### config.mk
export PLATFORM = sky130hd
export DESIGN_NAME = mem_stage
export DESIGN_NICKNAME = d
export VERILOG_FILES = /design/src/rtl/mem_stage_pkg.sv /design/src/rtl/mem_stage_data_mem.sv /design/src/rtl/mem_stage.sv
export SDC_FILE = /design/constraint.sdc
export NUM_CORES = 2
export LEC_CHECK = 0
export ABC_AREA = 1
export CAP_MARGIN = 5
export CORE_MARGIN = 2
export CORE_UTILIZATION = 55
export DETAILED_ROUTE_END_ITERATION = 12
export HOLD_SLACK_MARGIN = 0.15
export PLACE_DENSITY = 0.71
export SLEW_MARGIN = 10
export SYNTH_ARGS = -nofsm -noshare
export SYNTH_HDL_FRONTEND = slang
export SYNTH_SLANG_ARGS = --single-unit
### constraint.sdc
create_clock -name clk -period 5.3 [get_ports clk]
set_clock_uncertainty 0.1 [all_clocks]
set_input_delay 1.06 -clock clk [delete_from_list [all_inputs] [get_ports clk]]
set_output_delay 1.06 -clock clk [all_outputs]
set_load 0.05 [all_outputs]
### src/rtl/mem_stage_pkg.sv
// Shared processor constants and the EX/MEM pipeline entry type used by the memory stage.
package mem_stage_pkg;

  localparam int DATA_W     = 8;
  localparam int REG_ADDR_W = 2;
  localparam logic [DATA_W-1:0] IO_ADDR = 8'hFF;

  typedef struct packed {
    logic                  reg_write;
    logic                  mem_read;
    logic                  mem_write;
    logic [REG_ADDR_W-1:0] rd;
    logic [DATA_W-1:0]     alu_result;
    logic [DATA_W-1:0]     store_data;
  } ex_mem_t;

  localparam ex_mem_t BUBBLE = '0;

endpackage

### src/rtl/mem_stage_data_mem.sv
// Data memory for the MEM stage: synchronous write, asynchronous read, contents never reset.
module data_mem
  import mem_stage_pkg::*;
#(
  parameter int DEPTH = 256,
  parameter int AW    = (DEPTH > 1) ? $clog2(DEPTH) : 1
) (
  input  logic              clk,
  input  logic              we,
  input  logic [AW-1:0]     addr,
  input  logic [DATA_W-1:0] wdata,
  output logic [DATA_W-1:0] rdata
);

  logic [DATA_W-1:0] mem [DEPTH];

  always_ff @(posedge clk) begin
    if (we) begin
      mem[addr] <= wdata;
    end
  end

  assign rdata = mem[addr];

endmodule

### src/rtl/mem_stage.sv
// MEM pipeline stage: EX/MEM register, load/store to data memory, forwarding outputs.
// Define MEM_IO_EN to map address IO_ADDR to the io_in/io_out port pair.
module mem_stage
  import mem_stage_pkg::*;
#(
  parameter int DEPTH = 256
) (
  input  logic                  clk,
  input  logic                  rst,
  input  logic                  stall,
  input  logic                  flush,
  input  logic                  ex_reg_write,
  input  logic                  ex_mem_read,
  input  logic                  ex_mem_write,
  input  logic [REG_ADDR_W-1:0] ex_rd,
  input  logic [DATA_W-1:0]     ex_alu_result,
  input  logic [DATA_W-1:0]     ex_store_data,
  output logic                  mem_reg_write,
  output logic [REG_ADDR_W-1:0] mem_rd,
  output logic [DATA_W-1:0]     mem_result,
  output logic                  mem_is_load,
  output logic                  fwd_valid,
  output logic [REG_ADDR_W-1:0] fwd_rd,
  output logic [DATA_W-1:0]     fwd_data,
  input  logic [DATA_W-1:0]     io_in,
  output logic [DATA_W-1:0]     io_out
);

  localparam int AW = (DEPTH > 1) ? $clog2(DEPTH) : 1;

  ex_mem_t           ex_in;
  ex_mem_t           ex_mem;
  logic [AW-1:0]     addr;
  logic              commit;
  logic              is_io;
  logic              mem_we;
  logic [DATA_W-1:0] mem_rdata;

  assign ex_in = '{reg_write:  ex_reg_write,
                   mem_read:   ex_mem_read,
                   mem_write:  ex_mem_write,
                   rd:         ex_rd,
                   alu_result: ex_alu_result,
                   store_data: ex_store_data};

  // Flush wins over stall so a stalled stage can still be squashed.
  always_ff @(posedge clk or posedge rst) begin
    if (rst) begin
      ex_mem <= BUBBLE;
    end else if (flush) begin
      ex_mem <= BUBBLE;
    end else if (!stall) begin
      ex_mem <= ex_in;
    end
  end

  assign addr = ex_mem.alu_result[AW-1:0];

  // A store commits only on the edge that moves it out of MEM, so stalls never repeat it.
  assign commit = ex_mem.mem_write && !stall && !flush;

`ifdef MEM_IO_EN
  logic [DATA_W-1:0] io_reg;

  assign is_io = (ex_mem.alu_result == IO_ADDR);

  always_ff @(posedge clk or posedge rst) begin
    if (rst) begin
      io_reg <= '0;
    end else if (commit && is_io) begin
      io_reg <= ex_mem.store_data;
    end
  end

  assign io_out = io_reg;
`else
  assign is_io  = 1'b0;
  assign io_out = '0;
`endif

  assign mem_we = commit && !is_io;

  data_mem #(.DEPTH(DEPTH), .AW(AW)) u_mem (
    .clk  (clk),
    .we   (mem_we),
    .addr (addr),
    .wdata(ex_mem.store_data),
    .rdata(mem_rdata)
  );

  always_comb begin
    mem_result = ex_mem.alu_result;
    if (ex_mem.mem_read) begin
      mem_result = is_io ? io_in : mem_rdata;
    end
  end

  assign mem_reg_write = ex_mem.reg_write;
  assign mem_rd        = ex_mem.rd;
  assign mem_is_load   = ex_mem.mem_read;
  assign fwd_valid     = ex_mem.reg_write;
  assign fwd_rd        = ex_mem.rd;
  assign fwd_data      = mem_result;

endmodule

==> flow_summary.yaml <==
placed_design:
  dp_cells: 9255
  hpwlAfterDp_um: 124000
  place.gp.congestion: 0.9059
  postPlaceCellArea_sq_um: 87590
  io_buffers: 47
pwr:
  p_switching_mw: 7.463
  ir_drop_mv: 0.3033
  power.density_nw_per_um2: 357.5
  power.internal_mw: 26.11
  power_frac_comb_pct: 5.9
  swShare_pct: 22.23
  total_power_mw: 33.57
  leakagePower_nw: 35.60
  seq_power_share_pct: 53.9
  pwr-share-clk_pct: 40.1
floorplan:
  ios: 64
  die_x_um: 392.4
  die_h_um: 392.4
  coreArea_sq_um: 149800
  rows: 142
  start_util_pct: 55.40
  die-area_sq_um: 154000
route:
  drc: 0
  dr.pass1.iters: 7
  drt_wl_total_um: 220200
  antenna_left: 0
  dr.first_iter.drc_count: 7223
  vias_per_cell: 5.706
  drt-wirelength-per-cell_um: 22.90
  vias: 54890
worst_hold_path:
  hold_path_class: "reg -> reg"
  hold_depth: 2
global_route:
  grt_start_max_net_pins: 194
  grt_pass1_wl_um: 324000
  grt_pass1_vias: 52635
  grt-ovfl-total: 0
  grtUsageTotal_pct: 28.44
  antenna_found_initial: 4
cells_and_area:
  drive_above_1_share_pct: 9.129
  instances_no_fill: 9619
  fin_area_sq_um: 93910
  area_growth_syn_to_layout_pct: 13.18
  nets: 7478
  nFillCells: 11108
clock_network:
  cts_buffers: 196
  ctsRootBufferMaster: "clkbuf_16"
  clock_latency_ps: 820
  path_clk_slew_ps: 60
  clkSinkCount: 2069
  htreeDepth: 4
  cts_tree: "built"
  clk_path_buf_depth: 3
flow_run:
  maxCapViolations: 0
timing:
  slew_viol_final: 0
  final-setup-viol-count: 0
  hold_viol: 0
  rsz0062_at_grt: "yes"
  slew-limit-headroom_pct: 17.80
  fmax_mhz: 190.9
  fin_crit_ps: 5238
  fin_crit_sh_pct: 98.84
  holdWs_ps: 442.7
  worst_pin_slew_ps: 1233
synth:
  syn_inst: 7227
  synth_area_per_cell_sq_um: 11.48
  synth_area_sq_um: 82970
  yosys.area.top_type: "edfxtp_1"
  yosys_register_bits: 2069
  yosysSeqAreaShare_pct: 74.75
  yosys_warnings: 0
  synth_area_leaders: "edfxtp_1, nand2_1, nor2_1"
  ys_types: 25
  synth_top_area_share_pct: 74.12
setup_path:
  slowest_stage: "dfrtp_4"
  reg2reg_depth: 4
  crit_path_frequent_cell: "nand2_1"
  crit_chain: "nand2_4, clkinv_16, buf_12, nand2_1, nand2_1, o21ai_0, nand2_1, nor2_1, nor2_1, nor2_1, nand2_1, nand2_1, nand2_1, nor2_2, nor2_2, buf_12"
  endpoint_kind: "output pin"
  path_max_fanout: 53
  cp-start-kind: "flop"
  r2r_slack_ps: 1820
  cpPeakStageDelay_ps: 610
  worstPathRequired_ps: 4140
  crit_type: "reg -> out"
  arrival_ps: 4080
status:
  status: "complete, no violations"
==> cells in the final DEF (no fill, tap or decap), drive strengths merged <==
cell / instances
o21ai: 180
a22oi: 10
diode: 1
bufinv: 14
inv: 30
edfxtp: 2048
dfrtp: 21
conb: 8
clkinv: 96
nor3: 4
nor2: 565
nand4: 181
buf: 377
clkbuf: 243
nand3: 125
clkdlybuf4s50: 31
bufbuf: 1
clkinvlp: 4
nand2: 3515
a21oi: 149
==> synth_stat cells <==
cell,number
nand2_1,3514
edfxtp_1,2048
nor2_1,560
buf_2,241
nand4_1,181
a21oi_1,149
nand3_1,125
o21ai_0,109
clkbuf_1,89
o21ai_1,71
buf_4,28
buf_1,27
dfrtp_1,21
inv_1,21
buf_6,12
a22oi_1,10
clkinv_1,7
nor2_2,4
nor3_1,3
inv_2,2
conb_1,1
inv_4,1
nand2_2,1
nor2_4,1
nor3_2,1
==> registers in the layout, summed over array words and instances, names as in the netlist <==
| name | cells |
|---|---|
| addr | 8 |
| ex_mem | 9 |
| fwd_rd | 2 |
| fwd_valid | 1 |
| mem_is_load | 1 |
| u_mem.mem | 2048 |
==> per-layer routing <==
layer,part of all wire (%),global-route usage (%),vias up
met5,0.026,0,-
met2,47,45.59,3064
li1,-,-,24862
met4,3.7,10.92,8
met1,38,38.87,26482
met3,11,5.318,474
==> worst max-delay path: cells and delay by family, from the launching register on <==
family	cells	cell delay [ps]
compound gates	1	190
buf+inv	3	630
simple gates	12	1750
flops	1	610
==> kinds of logic (layout without fill, tap and decap cells) <==
| family | count (synthesis) | count (layout) | synth area share (%) |
|---|---|---|---|
| simple gates | 4390 | 4390 | 20.63 |
| flops | 2069 | 2069 | 74.75 |
| buf+inv | 428 | 796 | 2.538 |
| compound gates | 339 | 339 | 2.075 |
| other cells | 1 | 9 | 0.004520 |
==> final timing paths <==
check | startpoint | end
min in group asynchronous | rst | addr[6]
hold reg to reg | fwd_rd[0] | fwd_rd[0]
max in group asynchronous | rst | ex_mem[4]
setup reg to reg | addr[5] | u_mem.mem[190][0]
setup / recovery | addr[0] | fwd_data[7]
hold / removal | fwd_rd[0] | fwd_rd[0]
==> cell type report <==
cell class / instances / area, sq um / area share [%]
sequential: 2069 / 62060 / 66.09
multi-input combinational: 4737 / 18990 / 20.22
clock buffer: 242 / 5184 / 5.520
timing repair buffer: 410 / 4063 / 4.326
tap: 2016 / 2522 / 2.686
clock inverter: 113 / 928.4 / 0.9886
inverter: 31 / 160.2 / 0.1705
antenna: 1 / 2.502 / 0.002665
==> power by group through the flow <==
stage / Combinational, mW / Sequential [mW] / Clock [mW]
2_1_floorplan: 1.03 / 18.6 / 0
3_3_place_gp: 1.90 / 18.4 / 0
3_5_place_dp: 1.93 / 18.4 / 0
4_1_cts: 1.95 / 18.1 / 13.6
5_1_grt: 2.13 / 18.1 / 14.2
6_report: 2.00 / 18.1 / 13.5
==> repair_timing <==
action / CTS / global route
endpoints found under the setup margin: 16 / 16
endpoints found under the hold margin: 0 / 0
pin swaps: 1 / 0
gates cloned: 1 / 1
hold buffers: 0 / 0
buffers inserted: 2 / 4
resized for setup: 10 / 17
==> metrics by stage <==
stage | TNS [ps] | worst slack, ps | utilization, %
floorplan | 0 | 1213 | -
global placement | 0 | 791.4 | 58.48
detailed placement | 0 | 740.0 | 58.48
CTS | 0 | 20.99 | 62.62
global route | -271.4 | -65.27 | 62.70
finish | 0 | 61.69 | 62.70
No activity file was read; power rests on OpenSTA's default activity.
